`config.mk`:
```
export PLATFORM = sky130hd
export DESIGN_NAME = button_event_scheduler
export DESIGN_NICKNAME = d
export VERILOG_FILES = /design/src/rtl/button_event_scheduler.sv
export SDC_FILE = /design/constraint.sdc
export NUM_CORES = 1
export LEC_CHECK = 0
export ABC_AREA = 0
export BUFFER_PORTS_ARGS = -buffer_cell sky130_fd_sc_hd__buf_2
export CAP_MARGIN = 20
export CORE_AREA = 2 2 39 41
export CTS_BUF_LIST = sky130_fd_sc_hd__clkbuf_16
export CTS_CLUSTER_DIAMETER = 200
export DETAILED_ROUTE_END_ITERATION = 8
export DIE_AREA = 0 0 41 43
export GPL_ROUTABILITY_DRIVEN = 0
export HOLD_SLACK_MARGIN = 0.02
export PLACE_DENSITY = 0.73
export SLEW_MARGIN = 20
export SYNTH_ARGS = -nofsm -noshare
export SYNTH_HDL_FRONTEND = slang
export SYNTH_SLANG_ARGS = --single-unit
```
`constraint.sdc`:
```
create_clock -name clk -period 4.3 [get_ports clk]
set_input_delay 0.86 -clock clk [delete_from_list [all_inputs] [get_ports clk]]
set_output_delay 0.86 -clock clk [all_outputs]
set_load 0.1 [all_outputs]
```
`src/rtl/button_event_scheduler.sv`:
```
// Turns debounced button levels into an ordered stream of press events: one
// pending slot per button, round-robin arbitration onto a single valid/ready port.
module button_event_scheduler #(
    parameter  int width    = 4,
    localparam int id_width = (width > 1) ? $clog2(width) : 1
) (
    input  logic                clk,
    input  logic                rst,
    input  logic [width-1:0]    debounced_signal,
    output logic                event_valid,
    input  logic                event_ready,
    output logic [id_width-1:0] event_id,
    output logic                event_dropped
);

    // Handshake: an event transfers on a rising edge where event_valid && event_ready;
    // while event_valid is high and not accepted, event_valid and event_id stay constant.

    typedef enum logic {
        EMPTY = 1'b0,
        FULL  = 1'b1
    } state_t;

    state_t              state_q, state_d;
    logic [width-1:0]    prev_q;
    logic [width-1:0]    pending_q, pending_d;
    logic [id_width-1:0] id_q, id_d;
    logic [id_width-1:0] last_q, last_d;
    logic                dropped_q, dropped_d;

    logic [width-1:0]    rise;
    logic [width-1:0]    clr;
    logic                found;
    logic                take;
    logic [id_width-1:0] sel;

    assign rise = debounced_signal & ~prev_q;

    // Round-robin: buttons above the last grant first, then wrap to 0..last.
    always_comb begin
        found = 1'b0;
        sel   = '0;
        for (int i = 0; i < width; i++) begin
            if (!found && pending_q[i] && (i > int'(last_q))) begin
                found = 1'b1;
                sel   = id_width'(i);
            end
        end
        for (int i = 0; i < width; i++) begin
            if (!found && pending_q[i] && (i <= int'(last_q))) begin
                found = 1'b1;
                sel   = id_width'(i);
            end
        end
    end

    always_comb begin
        state_d = state_q;
        id_d    = id_q;
        last_d  = last_q;
        take    = 1'b0;
        clr     = '0;
        case (state_q)
            EMPTY: begin
                if (found) begin
                    take    = 1'b1;
                    state_d = FULL;
                end
            end
            FULL: begin
                if (event_ready) begin
                    if (found) take = 1'b1;
                    else       state_d = EMPTY;
                end
            end
            default: state_d = EMPTY;
        endcase
        if (take) begin
            id_d   = sel;
            last_d = sel;
            clr    = width'(1) << sel;
        end
        // A rise on the cycle its slot is granted refills the slot rather than dropping.
        pending_d = (pending_q & ~clr) | rise;
        dropped_d = |(rise & pending_q & ~clr);
    end

    always_ff @(posedge clk or posedge rst) begin
        if (rst) begin
            state_q   <= EMPTY;
            prev_q    <= '1;
            pending_q <= '0;
            id_q      <= '0;
            last_q    <= id_width'(width - 1);
            dropped_q <= 1'b0;
        end else begin
            state_q   <= state_d;
            prev_q    <= debounced_signal;
            pending_q <= pending_d;
            id_q      <= id_d;
            last_q    <= last_d;
            dropped_q <= dropped_d;
        end
    end

    assign event_valid   = (state_q == FULL);
    assign event_id      = id_q;
    assign event_dropped = dropped_q;

endmodule

```
==> impl_metrics.json, run 1 <==
{
  "outcome": "finished, final reports clean",
  "via_count": 520,
  "cp_data_arrival_time_ns": 1.03,
  "layout.filler_cells": 119,
  "min_delay_path_depth": 1,
  "first_global_vias": 484,
  "synth_commonest_cells": "8 x dfrtp_1, 7 x nand2_1, 6 x dfstp_2, 6 x inv_1, 5 x nand2b_1",
  "timing.setup.tns_ns": 0,
  "area_fraction_of_the_dominant_cell_type_after_synthesis_pct": 30.0,
  "yosys_most_used_dff": "dfrtp_1",
  "cts_inserted_buffers": 3,
  "clkSinkCount": 14,
  "syn_to_final_growth_pct": 19.9,
  "crit_type": "flop to output port",
  "post-route-min-period_ns": 1.89,
  "clock_slew_seen_by_the_registers_of_the_worst_setup_and_hold_paths_ns": 0.04,
  "crit-reg2reg-capture": "pending_q[3]",
  "worstPathCellList": "buf_2",
  "cp-end-kind": "output port",
  "synth_compound_area_share_pct": 21.2,
  "netlist_area_sq_um": 668,
  "post_cts_resized": 0,
  "cpPeakStageDelay_ns": 0.44,
  "final-seq-area_sq_um": 358,
  "critPathBufInv": 1,
  "cts_max_path_buffers": 2,
  "cts_tree": "done",
  "synth_top_family_by_area": "compound AO/OA/AOI/OAI gates",
  "wl_per_cell_microns": 14.1,
  "min_period_over_period_pct": 44.1,
  "postCtsHoldBufs": 0,
  "largest_cells_by_area_after_synthesis": "dfrtp_1 30%, dfstp_2 24%, nand2b_1 4.7%",
  "max_slew_margin_pct": 66.2,
  "power_density_nw_per_um2": 874,
  "drive_above_1_share_pct": 28.9,
  "grt-ovfl-total": 0,
  "synth.most_common_cell": "dfrtp_1",
  "slowest_stage": "buf_2",
  "seq_area_frac_synth_pct": 53.6,
  "floorplan.rows": 14,
  "avgSynthCellArea_sq_um": 10.3,
  "timing.clock.skew_ns": 0.00203,
  "post-synth-top-area-cell": "dfrtp_1",
  "synth_nets": 72,
  "critical_path_required_ns": 3.44,
  "grt_start_max_net_pins": 15,
  "yosys.area_share.simple_pct": 20.0,
  "whs_endpoint": "event_id[0]",
  "vias_per_cell": 5.65,
  "synth_xor_area_share_pct": 0,
  "ys.warnings.count": 0,
  "cp_top_family": "buffers and inverters",
  "htree_num_levels": 1,
  "power.leakage_nw": 0.346,
  "antennaDiodeCount": 0,
  "drt_iter0_drc": 15,
  "hold_path.startpoint": "event_id[0]",
  "setup_repair_after_global_routing_missed_its_margin": "false",
  "core_area_sq_um": 1380,
  "count_of_endpoints_failing_hold_in_the_final_timing_report": 0,
  "ant_nets": 0,
  "post_layout_nonfiller_instances": 92,
  "antenna_found_initial": 0,
  "finalSetupViolCount": 0,
  "final_net_count": 85,
  "count_of_flip_flops_with_a_built_in_enable_after_synthesis": 0,
  "synth-adder-area-share_pct": 0,
  "synthesis.instances": 65,
  "numPortBuffers": 10,
  "hpwlAfterDp_microns": 914,
  "ir_worst_vdd_v": 0.000541,
  "cts-root-buf": "clkbuf_16",
  "timing.max_cap.violations": 0,
  "worst-r2r-setup-slack_ns": 2.66,
  "setup.worst_path.start_class": "flop",
  "fp.dieH_microns": 43,
  "worst-r2r-cell-count": 5,
  "postSynthRegisterBits": 14,
  "clock_latency_ns": 0.24,
  "reg2reg_from": "pending_q[1]",
  "async_set_reset_flop_share_out_of_synthesis_pct": 100,
  "dp_cells": 89,
  "multi_input_comb_area_sq_um": 275,
  "slew_viol_final": 0,
  "starting_density_pct": 48.3,
  "max_freq_mhz": 528,
  "drt_first_pass_iters": 6,
  "worst-path-max-fanout": 3,
  "min-delay-path-class": "flop to flop",
  "die_width_microns": 41,
  "cts_setup_buffers": 0,
  "synthMuxAreaShare_pct": 0,
  "floorplan.io_pins": 11,
  "grt.total_usage_pct": 18.3,
  "final_util_pct": 57.9,
  "die_area_sq_um": 1760,
  "synthDistinctLibCells": 29,
  "route.final.wire_length_mm": 1.29,
  "grt_pass1_wl_mm": 2.13,
  "least_margin_pin_slew_ns": 0.507,
  "drc_errors": 0,
  "total_power_consumption_mw": 0.700
}
## logic make-up (layout without fill, tap and decap cells)
| kind of cell | after synthesis | after routing |
|---|---|---|
| buffers and inverters | 8 | 19 |
| DFF | 14 | 14 |
| AOI/OAI and AO/OA | 19 | 19 |
| and+or+nand+nor | 24 | 24 |
## area by class of cell
cell class / count / area share, %
clock buffers: 3 / 9.38
multi-input cells: 43 / 34.4
well taps: 16 / 2.50
flip-flops and latches: 14 / 44.7
inverters: 6 / 2.81
repair buffers: 10 / 6.25
## registers in the layout (all words and copies together) (netlist names)
register,cells
event_dropped,1
event_id,2
event_valid,1
last_q,2
pending_q,4
prev_q,4
## report_power, final
group          total [mW]  switching [mW]  internal [mW]
Clock               0.169          0.0478          0.121
Combinational       0.295           0.209         0.0861
Sequential          0.236          0.0521          0.184
Total               0.700           0.309          0.391
## worst max-delay path by stage
| stage | from | endpoint | slack (ns) | depth (start not counted) |
|---|---|---|---|---|
| 2_1_floorplan | event_valid | event_valid | 2.53 | 0 |
| 3_3_place_gp | event_ready | event_dropped | 2.40 | 6 |
| 3_5_place_dp | event_ready | event_dropped | 2.37 | 6 |
| 4_1_cts | event_valid | event_valid | 2.41 | 1 |
| 5_1_grt | event_valid | event_valid | 2.37 | 1 |
| 6_report | event_valid | event_valid | 2.41 | 1 |
## through the flow
step	hold WS, ns	setup slack [ns]	instance area, sq um
3_3_place_gp	0.488	2.40	726
6_report	0.492	2.41	801
2_1_floorplan	0.498	2.53	668
3_5_place_dp	0.487	2.37	726
4_1_cts	0.497	2.41	801
5_1_grt	0.532	2.37	801
## metal layers
| metal | wire, microns | share of wire, % | GRT usage (%) |
|---|---|---|---|
| met1 | 538 | 42 | 24.7 |
| met2 | 697 | 54 | 27.8 |
| met3 | 44 | 3.4 | 3.14 |
| met4 | 13 | 1.0 | 8.00 |
| met5 | 0 | 0 | 0 |
## placed cells by master, fill, tap and decap left out, types with 2 or more instances in the layout
cell       count
buf_2         10
dfrtp_1        8
o21a_1         2
dfstp_2        6
clkbuf_16      3
or2b_1         2
a21oi_1        4
o21ai_0        4
nand2_1        7
nor2_1         2
inv_1          6
nand2b_1       5
Power figures use the tool's default switching activity.
==> run 2: changes to the inputs <==
Settings changed: CORE_AREA 2 2 39 41 to not set, CORE_MARGIN set to 2, CORE_UTILIZATION set to 47, DIE_AREA 0 0 41 43 to not set, PLACE_DENSITY 0.73 to 0.72.
Clock period 4.3 ns to 1.6 ns, I/O delays scaled along.
==> run 2 against run 1 <==
Against the previous run: critical path depth increased by 5; cell count increased by 7.6%; sequential power increased to 2.8 times the previous value; clock power increased to 2.8 times the previous value; power increased to 3.1 times the previous value; cell area increased by 12%; flip-flop and latch count unchanged; worst hold slack got worse by 0.40 ns; global-route usage increased by 1.7 points; clock skew increased by 0.00071 ns; clock-buffer cell count unchanged; worst setup slack got worse by 2.4 ns; largest cell class unchanged; highest routed layer unchanged.
==> impl_metrics.json, run 2 (synthesized netlist as in run 1, its figures left out) <==
{
  "outcome": "finished, final reports clean",
  "cp-end-kind": "flop",
  "worstPathCellList": "or2_1 -> a311oi_2 -> buf_4 -> nand2b_4 -> o21ai_2 -> o221ai_2",
  "layout.cells.most_common": "buf_2",
  "slew_viol_final": 0,
  "via_count": 561,
  "antennaDiodeCount": 0,
  "drt_first_pass_iters": 4,
  "cp_data_arrival_time_ns": 1.74,
  "setup.worst_path.start_class": "flop",
  "power.leakage_nw": 0.394,
  "post-route-min-period_ns": 1.57,
  "detailedPlace.worstSlack_ns": -0.0167,
  "final_util_pct": 67.9,
  "cts-root-buf": "clkbuf_16",
  "multi_input_comb_area_sq_um": 309,
  "total_power_consumption_mw": 2.14,
  "numPortBuffers": 10,
  "floorplan.rows": 13,
  "starting_density_pct": 50.7,
  "mostFrequentLayoutCells": "10 x buf_2, 7 x nand2_1, 7 x buf_4, 6 x inv_1, 6 x dfstp_2",
  "core_area_sq_um": 1320,
  "cpPeakStageDelay_ns": 0.44,
  "clkSinkCount": 14,
  "first_global_vias": 549,
  "die_width_microns": 41.7,
  "antenna_found_initial": 0,
  "route.final.wire_length_mm": 1.49,
  "final-seq-area_sq_um": 363,
  "vias_per_cell": 5.67,
  "drc_errors": 0,
  "cts_inserted_buffers": 3,
  "ant_nets": 0,
  "cp_top_family": "compound AO/OA/AOI/OAI gates",
  "drive_above_1_share_pct": 45.2,
  "hpwlAfterDp_mm": 1.01,
  "floorplan.io_pins": 11,
  "grt.total_usage_pct": 20.0,
  "min_period_over_period_pct": 98.4,
  "finalSetupViolCount": 0,
  "cts_tree": "done",
  "htree_num_levels": 1,
  "postLayoutSetupSlackWorst_ns": 0.0254,
  "min-delay-path-class": "input pin to asynchronous set/reset pin",
  "syn_to_final_growth_pct": 33.9,
  "grt_start_max_net_pins": 15,
  "timing.clock.skew_ns": 0.00275,
  "grt_pass1_wl_mm": 2.53,
  "wl_per_cell_microns": 15.1,
  "critPathBufInv": 1,
  "fp.dieH_microns": 41.7,
  "timing.max_cap.violations": 0,
  "registers_with_the_most_flip_flops": "pending_q (4), prev_q (4)",
  "max_slew_margin_pct": 66.3,
  "final_net_count": 92,
  "count_of_endpoints_failing_hold_in_the_final_timing_report": 0,
  "worst-path-max-fanout": 6,
  "drt_iter0_drc": 4,
  "grt-ovfl-total": 0,
  "crit_type": "flop to flop",
  "least_margin_pin_slew_ns": 0.505,
  "slowest_stage": "dfrtp_2",
  "die_area_sq_um": 1740,
  "power_density_nw_per_um2": 2400,
  "clock_slew_seen_by_the_registers_of_the_worst_setup_and_hold_paths_ns": 0.05,
  "setup_repair_after_global_routing_missed_its_margin": "true",
  "critical_path_required_ns": 1.76,
  "max_freq_mhz": 635,
  "cts_max_path_buffers": 2,
  "clock_latency_ns": 0.24,
  "ir_worst_vdd_v": 0.00163,
  "layout.filler_cells": 100,
  "postCtsHoldBufs": 0
}
==> run 2: cell types whose count changed in the layout (fill, tap and decap cells not counted), moves of 2 or more <==
cell,change
a21oi_1,-2
buf_4,+7
nand2b_1,-2
dfrtp_1,-4
dfrtp_2,+4
nand2b_4,+2
==> run 2: repair_timing <==
action                                  in CTS  in global routing
endpoints found under the setup margin       1                  5
setup buffers                                0                  4
pin swaps                                    0                  4
gates resized for setup                      1                  8
==> run 2: final timing paths <==
kind / start / end / slack [ns] / depth (start not counted)
max: pending_q[0] / event_dropped / 0.03 / 6
min: rst / event_dropped / 0.1 / 2
max reg2reg: pending_q[0] / event_dropped / 0.03 / 6
min reg2reg: event_id[0] / event_id[0] / 0.51 / 1
max in group asynchronous: rst / pending_q[1] / 1.14 / 2
min in group clk: debounced_signal[0] / prev_q[0] / 0.18 / 1
==> run 2: where the power goes <==
group          leakage, nW  switching [mW]  internal, mW
registers            0.146           0.151         0.504
logic                0.210           0.630         0.385
clock network       0.0385           0.144         0.330
total                0.394           0.925          1.22
==> run 2: layout make-up <==
class                   count  share of cell area (%)
clock buffers               3                    8.39
clock inverters             1                   0.420
repair buffers             17                    11.5
inverters                   6                    2.52
well taps                  15                    2.10
flip-flops and latches     14                    40.6
multi-input cells          43                    34.5
==> run 2: worst reg2reg max path, stage by stage (launching register included) <==
cell and delay, ns:
dfrtp_2 0.44, or2_1 0.24, a311oi_2 0.29, buf_4 0.17
nand2b_4 0.12, o21ai_2 0.06, o221ai_2 0.18
==> run 2: routing by layer <==
metal	wire [microns]	GRT usage (%)	vias to the layer above	part of all wire, %
li1	-	-	267	-
met1	655	21.9	272	44
met2	743	32.8	14	50
met3	47	6.96	8	3.1
met4	47	12.3	0	3.1
met5	0	0	-	0
==> run 2: stage by stage <==
stage / TNS [ns] / area, sq um / hold WS [ns] / std cells
after global routing: -0.0448 / 895 / 0.173 / 99
after detailed placement: -0.0167 / 751 / 0.367 / 91
after floorplan: 0 / 672 / 0.205 / 65
after CTS: 0 / 837 / 0.112 / 95
after global placement: -0.0251 / 751 / 0.370 / 91
final: 0 / 895 / 0.0955 / 99
==> run 3: changes to the inputs <==
Clock period 1.6 ns to 1.4 ns, I/O delays scaled along.
==> run 3 against run 2 <==
Against the previous run: the flow now finishes with violations (negative setup slack); cell count up 3.0%; register-to-register slack worse by 0.11 ns; clock-buffer cell count is the same; via count rose by 3.4%; combinational power up 15%.
==> impl_metrics.json, run 3 (synthesized netlist as in run 1, its figures left out) <==
{
  "cp_data_arrival_time_ns": 1.60,
  "count_of_endpoints_failing_hold_in_the_final_timing_report": 0,
  "final_net_count": 95,
  "violated_checks": "negative setup slack",
  "min-delay-path-class": "input pin to asynchronous set/reset pin",
  "critical_path_required_ns": 1.52,
  "mostFrequentLayoutCells": "10 x buf_2, 10 x buf_4, 7 x nand2_1, 6 x inv_1, 6 x dfstp_2",
  "clock_slew_seen_by_the_registers_of_the_worst_setup_and_hold_paths_ns": 0.04,
  "crit-reg2reg-capture": "event_dropped",
  "grt.total_usage_pct": 17.4,
  "timing.max_cap.violations": 0,
  "cts_max_path_buffers": 2,
  "clock_network_fraction_of_design_power_pct": 21.7,
  "routing_usage_on_met1_pct": 24.0,
  "drt_iter0_drc": 13,
  "layout.filler_cells": 102,
  "cts_inserted_buffers": 3,
  "clkSinkCount": 14,
  "clock_latency_ns": 0.24,
  "detailedPlace.worstSlack_ns": -0.214,
  "min_period_over_period_pct": 106,
  "timing.setup.tns_ns": -0.242,
  "post-route-min-period_ns": 1.48,
  "worst-r2r-setup-slack_ns": -0.08,
  "startpoint": "pending_q[1]",
  "cpPeakStageDelay_ns": 0.43,
  "power_density_nw_per_um2": 2620,
  "least_margin_pin_slew_ns": 0.499,
  "cts_tree": "done",
  "grt.met3_usage_pct": 3.04,
  "setup.worst_path.end": "event_dropped",
  "drt_first_pass_iters": 4,
  "hpwlAfterDp_microns": 920,
  "power_frac_comb_pct": 48.2,
  "switching_share_pct": 42.7,
  "grt_pass1_wl_mm": 2.28,
  "final-seq-area_sq_um": 362,
  "reg2reg_from": "pending_q[1]",
  "floorplan.rows": 13,
  "postLayoutCellArea_sq_um": 916,
  "ant_nets": 0,
  "drive_above_1_share_pct": 44.8,
  "cts-root-buf": "clkbuf_16",
  "numPortBuffers": 10,
  "floorplan.io_pins": 11,
  "ir_worst_vdd_v": 0.00188,
  "setup.worst_path.start_class": "flop",
  "antennaDiodeCount": 0,
  "crit_type": "flop to flop",
  "met2_track_usage_gr_pct": 26.3,
  "multi_input_comb_area_sq_um": 309,
  "htree_num_levels": 1,
  "grt-ovfl-total": 0,
  "sequentialPowerShare_pct": 30.0,
  "vias_per_cell": 5.69,
  "outcome": "complete, but fails checks",
  "dp_cells": 95,
  "grt_start_max_net_pins": 15,
  "timing.clock.skew_ns": 0.000962,
  "fp.dieH_microns": 41.7,
  "antenna_found_initial": 0,
  "worstPathCellList": "or2_1 -> a311oi_2 -> buf_4 -> a41o_1 -> o221ai_2",
  "drc_errors": 0,
  "max_freq_mhz": 675,
  "via_count": 580,
  "cp_top_family": "compound AO/OA/AOI/OAI gates",
  "critical_path_depth": 5,
  "cp-end-kind": "flop",
  "critPathBufInv": 1,
  "registers_with_the_most_flip_flops": "pending_q (4), prev_q (4)",
  "max_slew_margin_pct": 66.7,
  "postLayoutSetupSlackWorst_ns": -0.0820,
  "total_power_consumption_mw": 2.40,
  "first_global_vias": 559,
  "die_area_sq_um": 1740,
  "die_width_microns": 41.7,
  "slew_viol_final": 0,
  "post_layout_nonfiller_instances": 102,
  "setup_repair_after_global_routing_missed_its_margin": "true",
  "route.final.wire_length_mm": 1.30,
  "core_area_sq_um": 1320,
  "internal_power_mw": 1.38,
  "wl_per_cell_microns": 12.8,
  "worst-path-max-fanout": 7,
  "syn_to_final_growth_pct": 37.1,
  "grt.busiest_layer": "met2",
  "power.switching_mw": 1.02,
  "placed_area_sq_um": 801,
  "finalSetupViolCount": 5,
  "power.leakage_nw": 0.403,
  "slowest_stage": "dfrtp_2",
  "starting_density_pct": 50.7,
  "worst-r2r-cell-count": 5
}
[run 3: cell count changes in the layout (fill, tap and decap cells not counted)]
| cell | change |
|---|---|
| dfrtp_2 | -1 |
| nand2b_4 | -1 |
| a21oi_1 | -1 |
| a21oi_4 | +1 |
| buf_4 | +3 |
| nand2b_1 | +1 |
| o21ai_1 | +3 |
| o21ai_2 | -1 |
| o21ai_0 | -2 |
| dfrtp_1 | +1 |
[run 3: worst min path at each step]
| stage | end | slack (ns) | cells after the start |
|---|---|---|---|
| 3_5_place_dp | pending_q[2] | 0.33 | 2 |
| 3_3_place_gp | event_dropped | 0.33 | 2 |
| 2_1_floorplan | event_dropped | 0.16 | 1 |
| 6_report | pending_q[2] | 0.06 | 2 |
| 4_1_cts | pending_q[2] | 0.07 | 2 |
| 5_1_grt | pending_q[2] | 0.13 | 2 |
[run 3: routing by layer]
metal	vias to the layer above	share of wire (%)
met4	0	1.3
met1	284	47
met5	-	0
met3	4	3.5
li1	277	-
met2	15	49
[run 3: metrics by stage]
step | utilization [%] | hold WS (ns)
4_1_cts | 68.7 | 0.0741
3_3_place_gp | 60.8 | 0.326
2_1_floorplan | - | 0.165
5_1_grt | 69.5 | 0.131
3_5_place_dp | 60.8 | 0.332
6_report | 69.5 | 0.0591
[run 3: repair_timing]
item                       4_1_cts  5_1_grt
hold buffers                     0        0
gates resized for setup          4        2
buffers inserted                 3        0
setup endpoints to repair        9        9
gates cloned                     0        0
pin swaps                        5        0
[run 3: final cells by class]
cell class	count	area share [%]
multi-input combinational	43	33.7
clock inverter	1	0.410
tap	15	2.05
inverter	6	2.46
clock buffer	3	8.20
timing repair buffer	20	13.7
sequential	14	39.5
[run 3: power by group through the flow]
stage               Combinational [mW]  Clock [mW]  Sequential [mW]
finish                            1.16       0.522            0.720
global route                      1.24       0.547            0.743
CTS                               1.14       0.530            0.714
detailed placement                1.04           0            0.716
global placement                  1.04           0            0.711
floorplan                        0.551           0            0.977
